### src/rtl/pt_stream.sv
// Plaintext streamer: reads a length-prefixed string from memory and emits it byte by byte.
// Latency: first out_valid 4 edges after en acceptance, then one byte per 3 cycles.
// Backpressure: out_valid/out_data hold while out_ready=0. Optional ASCII_CHECK_EN aborts on non-printable bytes.
module pt_stream (
    input  logic        clk,
    input  logic        rst,
    input  logic        en,
    output logic        rdy,
    input  logic [23:0] key_in,
    input  logic        key_valid_in,
    output logic [7:0]  pt_addr,
    input  logic [7:0]  pt_rddata,
    output logic [7:0]  out_data,
    output logic        out_valid,
    input  logic        out_ready,
    output logic [23:0] key_out,
    output logic        done,
    output logic        err
);

    typedef enum logic [2:0] {
        ST_IDLE,
        ST_RDLEN,
        ST_WAITLEN,
        ST_RDCHAR,
        ST_WAITCHAR,
        ST_EMIT,
        ST_DONE
    } state_t;

    state_t      state_q, state_d;
    logic [7:0]  pt_addr_q, pt_addr_d;
    logic [7:0]  idx_q, idx_d;
    logic [7:0]  len_q, len_d;
    logic [7:0]  out_data_q, out_data_d;
    logic        out_valid_q, out_valid_d;
    logic [23:0] key_out_q, key_out_d;
    logic        done_q, done_d;
    logic        err_q, err_d;

    always_comb begin
        state_d     = state_q;
        pt_addr_d   = pt_addr_q;
        idx_d       = idx_q;
        len_d       = len_q;
        out_data_d  = out_data_q;
        out_valid_d = out_valid_q;
        key_out_d   = key_out_q;
        done_d      = done_q;
        err_d       = err_q;

        case (state_q)
            ST_IDLE, ST_DONE: begin
                if (en) begin
                    key_out_d   = key_in;
                    done_d      = 1'b0;
                    err_d       = 1'b0;
                    pt_addr_d   = 8'h00;
                    out_valid_d = 1'b0;
                    if (key_valid_in) begin
                        state_d = ST_RDLEN;
                    end else begin
                        // No usable key: abort without touching memory.
                        state_d = ST_DONE;
                        done_d  = 1'b1;
                        err_d   = 1'b1;
                    end
                end
            end
            ST_RDLEN: begin
                state_d = ST_WAITLEN;
            end
            ST_WAITLEN: begin
                len_d = pt_rddata;
                if (pt_rddata == 8'h00) begin
                    state_d = ST_DONE;
                    done_d  = 1'b1;
                end else begin
                    state_d   = ST_RDCHAR;
                    pt_addr_d = 8'h01;
                    idx_d     = 8'h01;
                end
            end
            ST_RDCHAR: begin
                state_d = ST_WAITCHAR;
            end
            ST_WAITCHAR: begin
`ifdef ASCII_CHECK_EN
                if ((pt_rddata < 8'h20) || (pt_rddata > 8'h7E)) begin
                    state_d = ST_DONE;
                    done_d  = 1'b1;
                    err_d   = 1'b1;
                end else begin
                    out_data_d  = pt_rddata;
                    out_valid_d = 1'b1;
                    state_d     = ST_EMIT;
                end
`else
                out_data_d  = pt_rddata;
                out_valid_d = 1'b1;
                state_d     = ST_EMIT;
`endif
            end
            ST_EMIT: begin
                if (out_ready) begin
                    out_valid_d = 1'b0;
                    // Compare before incrementing so L=255 finishes at address 255 without wrapping.
                    if (idx_q == len_q) begin
                        state_d = ST_DONE;
                        done_d  = 1'b1;
                    end else begin
                        idx_d     = idx_q + 8'h01;
                        pt_addr_d = pt_addr_q + 8'h01;
                        state_d   = ST_RDCHAR;
                    end
                end
            end
            default: begin
                state_d = ST_IDLE;
            end
        endcase
    end

    always_ff @(posedge clk or posedge rst) begin
        if (rst) begin
            state_q     <= ST_IDLE;
            pt_addr_q   <= 8'h00;
            idx_q       <= 8'h00;
            len_q       <= 8'h00;
            out_data_q  <= 8'h00;
            out_valid_q <= 1'b0;
            key_out_q   <= 24'h000000;
            done_q      <= 1'b0;
            err_q       <= 1'b0;
        end else begin
            state_q     <= state_d;
            pt_addr_q   <= pt_addr_d;
            idx_q       <= idx_d;
            len_q       <= len_d;
            out_data_q  <= out_data_d;
            out_valid_q <= out_valid_d;
            key_out_q   <= key_out_d;
            done_q      <= done_d;
            err_q       <= err_d;
        end
    end

    assign rdy       = (state_q == ST_IDLE) || (state_q == ST_DONE);
    assign pt_addr   = pt_addr_q;
    assign out_data  = out_data_q;
    assign out_valid = out_valid_q;
    assign key_out   = key_out_q;
    assign done      = done_q;
    assign err       = err_q;

endmodule
### config.mk
export PLATFORM = sky130hd
export DESIGN_NAME = pt_stream
export DESIGN_NICKNAME = d
export VERILOG_FILES = /design/src/rtl/pt_stream.sv
export SDC_FILE = /design/constraint.sdc
export NUM_CORES = 1
export LEC_CHECK = 0
export BUFFER_PORTS_ARGS = -buffer_cell sky130_fd_sc_hd__buf_2
export CORE_ASPECT_RATIO = 1.25
export CORE_UTILIZATION = 45
export DETAILED_ROUTE_END_ITERATION = 10
export PLACE_DENSITY_LB_ADDON = 0.3
export SYNTH_ARGS = -nofsm -noshare
export SYNTH_HDL_FRONTEND = slang
export SYNTH_SLANG_ARGS = --single-unit
### constraint.sdc
create_clock -name clk -period 2.85 [get_ports clk]
set_input_delay 0.1425 -clock clk [delete_from_list [all_inputs] [get_ports clk]]
set_output_delay 0.1425 -clock clk [all_outputs]
set_load 0.05 [all_outputs]
==> results of run 1 <==
-- power by group through the flow --
stage | clock (uW) | combinational, uW | sequential (uW)
floorplan | 0 | 1170 | 2390
global placement | 0 | 2500 | 1520
detailed placement | 0 | 2530 | 1530
CTS | 903 | 2540 | 1530
global route | 938 | 2690 | 1580
finish | 877 | 2530 | 1530
-- per-layer routing --
metal | GRT usage (%) | up-vias | share of wire [%] | wire length (um)
met5 | 0 | - | 0 | 0
met4 | 9.105 | 0 | 1.3 | 91
met3 | 3.970 | 11 | 4.3 | 296
met2 | 32.22 | 80 | 50 | 3450
met1 | 27.20 | 1203 | 44 | 3031
li1 | - | 1132 | - | -
-- state kept, by name (all words and copies together) (netlist names) --
signal and flops:
key_out 24, idx_q 8, len_q 8, out_data 8, pt_addr 8, state_q 3
done 1, err 1, out_valid 1
-- timing repair --
| action | 4_1_cts | 5_1_grt |
|---|---|---|
| gates resized for setup | 0 | 0 |
| endpoints found under the hold margin | 34 | 0 |
| hold buffers | 1 | 0 |
-- cells in the final DEF, fill, tap and decap left out, types with 4 or more instances in the layout --
cell type	Yosys	final
sky130_fd_sc_hd__buf_2	4	80
sky130_fd_sc_hd__dfrtp_1	62	62
sky130_fd_sc_hd__nand2_1	43	43
sky130_fd_sc_hd__mux2_2	14	14
sky130_fd_sc_hd__a21oi_1	14	14
sky130_fd_sc_hd__clkbuf_8	0	11
sky130_fd_sc_hd__xnor2_1	10	10
sky130_fd_sc_hd__o21ai_0	10	10
sky130_fd_sc_hd__mux2_4	10	10
sky130_fd_sc_hd__mux2_1	9	9
sky130_fd_sc_hd__nand4_1	7	7
sky130_fd_sc_hd__inv_1	8	7
sky130_fd_sc_hd__nor2_1	5	5
sky130_fd_sc_hd__a31oi_1	5	5
sky130_fd_sc_hd__o211ai_1	5	5
sky130_fd_sc_hd__and3_1	4	4
sky130_fd_sc_hd__buf_4	4	4
-- worst register-to-register path, cell delays in order, from the launching register on --
cell and delay [ns]:
sky130_fd_sc_hd__dfrtp_1 0.65, sky130_fd_sc_hd__and3b_1 0.43, sky130_fd_sc_hd__nand2_4 0.12, sky130_fd_sc_hd__or4_1 0.51
sky130_fd_sc_hd__o211ai_1 0.16
-- kinds of logic (layout without fill, tap and decap cells) --
logic type                 after synthesis  in the layout
buffers and inverters                   20            110
DFF                                     62             62
AOI/OAI and AO/OA                       53             53
muxes                                   36             36
and+or+nand+nor                         81             81
adders and majority gates                3              3
xor gates and xnor gates                10             10
-- metrics by stage --
step                      area, um^2  worst slack (ns)  instances
after CTS                       3760            0.9019        442
after floorplan                 3054             1.025        265
after detailed placement        3517            0.9132        425
after global routing            3760            0.7236        442
final                           3760            0.8956        442
after global placement          3517            0.9584        425
-- layout make-up --
type                            count  area (um^2)  share of cell area, %
Clock buffer                       11        151.4                  4.027
Inverter                            9        33.78                 0.8985
Timing Repair Buffer               85        440.4                  11.71
Multi-Input combinational cell    183         1393                  37.04
Clock inverter                      5        81.33                  2.163
Tap cell                           87        108.9                  2.895
Sequential cell                    62         1551                  41.26
-- final timing paths --
kind,start,slack [ns],cells past startpoint,end
min in group asynchronous,rst,0.52,3,key_out[21]
worst max-delay path,state_q[0],0.90,4,pt_addr[6]
worst min-delay path,key_in[20],0.03,2,key_out[20]
worst min register to register,key_out[16],0.48,1,key_out[16]
max in group asynchronous,rst,1.60,4,pt_addr[6]
worst max register to register,state_q[0],0.90,4,pt_addr[6]
==> reports/results.md, run 1 <==
• 81 — number of I/O pins
• 0.07 ns — clock-pin slew on the worst setup and hold paths
• simple AND/OR/NAND/NOR gates — main combinational cell family by area after synthesis
• simple AND/OR/NAND/NOR gates — CP top delay family
• 0 — number of antenna violations at the first check in global routing
• 94.11 um — Die Span Y
• 62 — #FFs+latches synth
• built — CTS tree
• 13 — maximum fanout encountered on the critical timing path
• 0 — post-route DRC violation count
• 265 — post-synthesis cell count
• 33 — cell row count
• 580 — filler cell count
• 68.57% — ratio of final minimum period to clock period
• 0 — number of hold-slack violations in the final timing report
• no — setup repair after global routing missed its margin
• 53 — count of distinct cell types in the synthesized netlist
• 80 — Port-buffer cells
• sky130_fd_sc_hd__dfrtp_1 — slowest CP cell
• 14.38% — multiplexer fraction of the synthesized cell area
• 1.954 ns — Tmin final
• 50.80% — sequential cell area fraction in the yosys report
• 57.27% — final core area utilization
• 46.52% — initial cell density of the core
• 2.20 ns — WP data arrival
• 4937 uW — total power draw
• reg -> reg — startpoint-to-endpoint class of the critical path
• 0 — maxcap violations
• 15.54 um — average routed wire per standard cell
• 1313 nW/um^2 — power per unit of standard cell area
• 50.80% — fraction of post-synthesis cell area in the top cell type by area
• 0.008331 ns — Layout Skew
• 37 — pin count of the biggest net entering global routing
• 304 — Post-Syn Nets
• 2426 — Via Count
• 51.3% — combinational cell fraction of total power
• sky130_fd_sc_hd__dfrtp_1, sky130_fd_sc_hd__nand2_1, sky130_fd_sc_hd__a21oi_1, sky130_fd_sc_hd__mux2_2 — most used standard cells in the synthesized netlist
• 2339 uW — sw power
• 4 — first drt pass iteration count
• 0 — number of failing setup endpoints in the final timing report
• 9 — number of buffers inserted during clock tree synthesis
• complete, no violations — status
• 1.147% — Synth Area in Adders
• 23.11% — Layout Area Growth over Synthesis
• 0.8171 — placer congestion estimate
• in -> reg — Hold Path Class
• 11.53 um^2 — mean instance size in the synthesized netlist
• 2303 — via count of the first global-routing pass
• 12.74% — Compound-Gate Fraction of Synth Area
• 0 — number of synthesized flops with an enable pin
• 389 — Total Nets Final
• 20.54% — total routing resource utilization after global routing
• 0.02546 ns — Min Hold Slack
• 0 — total global routing overflow
• 0 — buffering stage count on the worst path with inverters included
• flop — Startpoint Class
• 47.38% — switch share
• 75.69 um — x dimension of the die
• 30.9% — share of power burned in registers
• 6565 um^2 — core box area
• flop — endpoint class of the critical path
• 5.489 — DR vias/cell
• 0.001778 uW — leakage power
• 0 — number of antenna repair diodes
• 3.10 ns — required time of the critical path
• 7123 um^2 — area enclosed by the die boundary
• sky130_fd_sc_hd__dfrtp_1 — post-synthesis cell type with the largest combined area
• 3 — number of H-tree levels
• 14.46% — synthesized-area fraction occupied by and/or/nand/nor cells
• 2.868% — XOR/XNOR share of the synthesized area
• 0.5117 GHz — maximum achievable frequency
• sky130_fd_sc_hd__dfrtp_1 — dominant cell by count in the synthesized netlist
• 2 — maximum count of clock buffers along a single path
• and3b_1, nand2_4, or4_1, o211ai_1 — cell-by-cell trace of the critical path
• 0 — total count of max-transition violations in the final report
• 2598 uW — Power Internal
• 4835 um — DP HPWL
• sky130_fd_sc_hd__dfrtp_1 — Main synth FF type
• 6869 um — Detailed Route WL
• 0.33 ns — clock network latency to the later pin of the worst-skew pair
• 3054 um^2 — post-synthesis cell area
• 17.8% — Clk network pwr share
• 0 ns — total negative slack
• 0 — number of setup buffers added after CTS
• sky130_fd_sc_hd__dfrtp_1, sky130_fd_sc_hd__nand2_1, sky130_fd_sc_hd__mux2_2 — largest cells by area after synthesis
• 0.65 ns — delay of the slowest cell on the worst path
• 0.7710 mV — peak supply drop
• 10920 um — wire length of the first global-routing pass
• 62 — # clock sinks
• 100.0% — FFs w/ async S/R, synth
• 39.15% — share of final-layout standard cells stronger than drive strength 1
• 132 — starting DRC count in detailed routing
• sky130_fd_sc_hd__clkbuf_8 — root cell of the clock tree
• 0 — number of antenna-violating nets in the routed design
• 47.81% — relative slew slack
• 0 — yosys warns
• 0.7817 ns — Worst Max-Slew Pin Slew
Power figures use the tool's default switching activity.
==> run 2, diff against run 1 <==
==> constraint.sdc (replaced) <==
create_clock -name clk -period 1.9 [get_ports clk]
set_input_delay 0.095 -clock clk [delete_from_list [all_inputs] [get_ports clk]]
set_output_delay 0.095 -clock clk [all_outputs]
set_load 0.05 [all_outputs]
==> reports/results.md, run 2 (synthesized netlist as in run 1, its figures left out) <==
• 432 — Total Nets Final
• 131 — starting DRC count in detailed routing
• in -> reg — startpoint-to-endpoint class of the critical path
• 3063 um — Routed met1 length
• 0.06 ns — clock-pin slew on the worst setup and hold paths
• 37.28% — share of final-layout standard cells stronger than drive strength 1
• key_valid_in — worst hold start
• in -> reg — Hold Path Class
• 2 — maximum count of clock buffers along a single path
• 0.3470 ns — Worst Max-Slew Pin Slew
• 75.69 um — x dimension of the die
• 9 — number of buffers inserted during clock tree synthesis
• met4 — top layer in use
• 34.58% — Layout Area Growth over Synthesis
• 5.209 — DR vias/cell
• 11920 um — wire length of the first global-routing pass
• 0 — total count of max-transition violations in the final report
• 0 — number of antenna-violating nets in the routed design
• 33 — cell row count
• 0.1885 ns — Place WS
• 14.73 um — average routed wire per standard cell
• 1.117 mV — peak supply drop
• 0 — post-route DRC violation count
• 2.03 ns — WP data arrival
• 0.001943 uW — leakage power
• 63 — pin count of the biggest net entering global routing
• 0 — maxcap violations
• idx_q[0] — reg2reg start
• 6565 um^2 — core box area
• 2.11 ns — required time of the critical path
• 7128 um — Detailed Route WL
• dlygate4sd3_1, buf_2, nor4_1, buf_4, nand2_1, o2bb2ai_4, a21oi_1, o32a_1 — cell-by-cell trace of the critical path
• 269 um — routed length on met3
• 46.52% — initial cell density of the core
• 0 — count of instances resized after the clock tree is built
• 94.11 um — Die Span Y
• built — CTS tree
• 24 — flip-flop count of the largest register after layout
• 516 — filler cell count
• 0.8370 — placer congestion estimate
• 81 — number of I/O pins
• 0 — number of failing setup endpoints in the final timing report
• pt_rddata[5] — Critical path origin
• 80 — Port-buffer cells
• 76.77% — relative slew slack
• 0 — total global routing overflow
• sky130_fd_sc_hd__dlygate4sd3_1 — slowest CP cell
• 0.007444 ns — Layout Skew
• 0.55 ns — delay of the slowest cell on the worst path
• 95.39% — ratio of final minimum period to clock period
• 0 ns — total negative slack
• 62 — # clock sinks
• 0.33 ns — clock network latency to the later pin of the worst-skew pair
• 3 — number of H-tree levels
• 1750 nW/um^2 — power per unit of standard cell area
• complete, no violations — status
• sky130_fd_sc_hd__buf_2 — leading cell type in the layout, fill and taps excluded
• primary input — Startpoint Class
• flop — endpoint class of the critical path
• 22.43% — total routing resource utilization after global routing
• 3658 um — routed length on met2
• 0 — number of antenna repair diodes
• sky130_fd_sc_hd__buf_2, sky130_fd_sc_hd__dfrtp_1, sky130_fd_sc_hd__nand2_1 — top library cells by usage in the layout, fill and taps aside
• 1.812 ns — Tmin final
• 0.08752 ns — final setup slack of the worst path
• 4840 um — DP HPWL
• 7123 um^2 — area enclosed by the die boundary
• sky130_fd_sc_hd__clkbuf_8 — root cell of the clock tree
• 10 — maximum fanout encountered on the critical timing path
• 0 — number of antenna violations at the first check in global routing
• 2604 — via count of the first global-routing pass
• 0 — number of hold-slack violations in the final timing report
• 4 — first drt pass iteration count
• no — setup repair after global routing missed its margin
• 0.5517 GHz — maximum achievable frequency
• 2521 — Via Count
## run 2: layer usage
metal	GRT usage, %	vias up
li1	-	1210
met3	4.614	14
met4	10.65	0
met2	35.94	69
met5	0	-
met1	28.50	1228
## run 2: cell type report
type	instances	area [um^2]	area share, %
clock inverter	5	27.53	0.6697
tap	87	108.9	2.648
multi-input combinational	183	1393	33.88
inverter	9	33.78	0.8219
sequential	62	1551	37.75
clock buffer	10	127.6	3.105
timing repair buffer	128	868.3	21.13
## run 2: path summary, 6_finish.rpt
path	cells past startpoint	to	slack (ns)
worst max-delay path	8	pt_addr[0]	0.09
worst min register to register	1	key_out[18]	0.48
worst min-delay path	3	state_q[0]	0.1
worst max register to register	6	pt_addr[6]	0.17
min in group asynchronous	4	out_data[4]	0.39
max in group asynchronous	4	pt_addr[7]	1.25
## run 2: stage by stage
step | std cells | hold slack (ns) | power (uW) | util [%] | instance area [um^2]
final | 484 | 0.09987 | 7192 | 62.61 | 4110
after floorplan | 265 | 0.2004 | 5342 | - | 3054
after global routing | 484 | 0.1175 | 7611 | 62.61 | 4110
after global placement | 436 | 0.1893 | 6134 | 55.21 | 3625
after detailed placement | 436 | 0.1899 | 6202 | 55.21 | 3625
after CTS | 484 | 0.08160 | 7229 | 62.61 | 4110
## run 2: what timing repair did
item,in CTS,in global routing
setup buffers,0,0
endpoints found under the hold margin,94,0
hold buffers,33,0
## run 2: worst max-delay path: cells and delay by family
family,cells,cell delay [ns]
buffers and inverters,3,0.89
AO/OA/AOI/OAI,3,0.56
AND/OR/NAND/NOR,2,0.47
## run 2: report_power, final
group | total, uW | internal, uW | switching, uW
sequential | 2250 | 1870 | 381
clock | 950 | 456 | 493
combinational | 3990 | 1350 | 2650
==> run 3, diff against run 2 <==
--- a/config.mk
+++ b/config.mk
@@ -6,8 +6,10 @@
 export NUM_CORES = 1
 export LEC_CHECK = 0
 export BUFFER_PORTS_ARGS = -buffer_cell sky130_fd_sc_hd__buf_2
+export CELL_PAD_IN_SITES_DETAIL_PLACEMENT = 1
+export CELL_PAD_IN_SITES_GLOBAL_PLACEMENT = 1
 export CORE_ASPECT_RATIO = 1.25
-export CORE_UTILIZATION = 45
+export CORE_UTILIZATION = 41
 export DETAILED_ROUTE_END_ITERATION = 10
 export PLACE_DENSITY_LB_ADDON = 0.3
 export SYNTH_ARGS = -nofsm -noshare
==> reports/results.md, run 3 (synthesized netlist as in run 1, its figures left out) <==
• complete, no violations — status
• 94.76% — ratio of final minimum period to clock period
• 7062 um^2 — core box area
• 0 — total count of max-transition violations in the final report
• 65.87% — relative slew slack
• 5.428 — DR vias/cell
• 0.5554 GHz — maximum achievable frequency
• 9894 um — Detailed Route WL
• 0 — number of hold-slack violations in the final timing report
• 796 — filler cell count
• 0 — total global routing overflow
• 98.50 um — Die Span Y
• 4 — first drt pass iteration count
• 0 — number of antenna-violating nets in the routed design
• 7667 uW — total power draw
• sky130_fd_sc_hd__clkbuf_8 — root cell of the clock tree
• 1.800 ns — Tmin final
• 0.08 ns — clock-pin slew on the worst setup and hold paths
• 3822 uW — Power Internal
• 3 — Hold Crit Depth
• sky130_fd_sc_hd__buf_2, sky130_fd_sc_hd__dfrtp_1, sky130_fd_sc_hd__nand2_1 — top library cells by usage in the layout, fill and taps aside
• flop — endpoint class of the critical path
• 15.6% — Clk network pwr share
• 2638 — Via Count
• 2 — maximum count of clock buffers along a single path
• 2.03 ns — WP data arrival
• sky130_fd_sc_hd__buf_2 — leading cell type in the layout, fill and taps excluded
• nor2b_2, nor4_4, buf_12, mux2_1 — cell-by-cell trace of the critical path
• 20.36 um — average routed wire per standard cell
• 0 ns — total negative slack
• 26 — maximum fanout encountered on the critical timing path
• 7800 um^2 — area enclosed by the die boundary
• 79.20 um — x dimension of the die
• 0.8434 — placer congestion estimate
• 5889 um — DP HPWL
• 1399 um^2 — multi-input combinational cell area
• 4 — r2r worst-path depth
• 42 — pin count of the biggest net entering global routing
• 3845 uW — sw power
• sky130_fd_sc_hd__dfrtp_2 — slowest CP cell
• 0 — number of setup buffers added after CTS
• 81 — number of I/O pins
• 62 — # clock sinks
• 27.61% — total routing resource utilization after global routing
• 4 — Worst path depth
• 0.1 ns — r2r setup slk
• 0.01675 ns — Layout Skew
• 34 — cell row count
• 1 — buffering stage count on the worst path with inverters included
• 2974 — via count of the first global-routing pass
• in -> reg — Hold Path Class
• 127 — starting DRC count in detailed routing
• 35.72% — Layout Area Growth over Synthesis
• 9 — number of buffers inserted during clock tree synthesis
• 43.25% — initial cell density of the core
• 80 — Port-buffer cells
• 0.008540 ns — Min Hold Slack
• 24 — flip-flop count of the largest register after layout
• 2.13 ns — required time of the critical path
• reg -> reg — startpoint-to-endpoint class of the critical path
• 430 — Total Nets Final
• 0 — maxcap violations
• flop — Startpoint Class
• 1553 um^2 — area taken by flip-flops and latches
• 0.5112 ns — Worst Max-Slew Pin Slew
• 0 — number of antenna violations at the first check in global routing
• 30.4% — share of power burned in registers
• 0 — post-route DRC violation count
• 53.9% — combinational cell fraction of total power
• 50.15% — switch share
• 15940 um — wire length of the first global-routing pass
• 0.001949 uW — leakage power
• 0.36 ns — clock network latency to the later pin of the worst-skew pair
• 0 — number of antenna repair diodes
• 3 — number of H-tree levels
• 0.50 ns — delay of the slowest cell on the worst path
• 0 — number of failing setup endpoints in the final timing report
• 1.232 mV — peak supply drop
• built — CTS tree
• no — setup repair after global routing missed its margin
• 38.13% — share of final-layout standard cells stronger than drive strength 1
• simple AND/OR/NAND/NOR gates — CP top delay family
• 1850 nW/um^2 — power per unit of standard cell area
==> run 3: layout make-up <==
type / instances / area share, %
Sequential cell: 62 / 37.46
Multi-Input combinational cell: 183 / 33.75
Timing Repair Buffer: 126 / 20.53
Clock buffer: 9 / 2.988
Tap cell: 90 / 2.717
Clock inverter: 7 / 1.751
Inverter: 9 / 0.8150
==> run 3: final timing paths <==
| path | endpoint | from |
|---|---|---|
| min in group asynchronous | key_out[15] | rst |
| setup / recovery | key_out[1] | state_q[2] |
| setup reg to reg | key_out[1] | state_q[2] |
| max in group asynchronous | state_q[2] | rst |
| hold / removal | len_q[7] | pt_rddata[7] |
| hold reg to reg | key_out[16] | key_out[16] |
==> run 3: worst register-to-register path, cell delays in order (launching register included) <==
cell	delay [ns]
sky130_fd_sc_hd__dfrtp_2	0.50
sky130_fd_sc_hd__nor2b_2	0.24
sky130_fd_sc_hd__nor4_4	0.29
sky130_fd_sc_hd__buf_12	0.25
sky130_fd_sc_hd__mux2_1	0.39
==> run 3: what timing repair did <==
action / 4_1_cts / 5_1_grt
gates resized for setup: 0 / 3
hold buffers: 32 / 0
endpoints found under the hold margin: 52 / 0
setup endpoints to repair: 0 / 3
==> run 3: power by group through the flow <==
| stage | combinational (uW) | clock (uW) | sequential [uW] |
|---|---|---|---|
| after floorplan | 1750 | 0 | 3590 |
| after global placement | 3890 | 0 | 2260 |
| after detailed placement | 4000 | 0 | 2300 |
| after CTS | 4060 | 1190 | 2290 |
| after global routing | 4350 | 1270 | 2390 |
| final | 4130 | 1200 | 2330 |
==> run 3: stage by stage <==
| stage | utilization (%) | instance area [um^2] | setup slack (ns) | std cells |
|---|---|---|---|---|
| finish | 58.70 | 4145 | 0.09963 | 486 |
| global route | 58.70 | 4145 | 0.02290 | 486 |
| CTS | 58.59 | 4138 | 0.07733 | 486 |
| detailed placement | 51.28 | 3621 | 0.09336 | 438 |
| global placement | 51.28 | 3621 | 0.1414 | 438 |
| floorplan | - | 3054 | 0.1225 | 265 |
==> run 3: metal layers <==
metal	global-route usage [%]	wire length, um	vias to the layer above
met5	0	0	-
met2	49.47	5418	81
li1	-	-	1210
met3	7.778	381	21
met1	30.85	3834	1326
met4	9.790	259	0
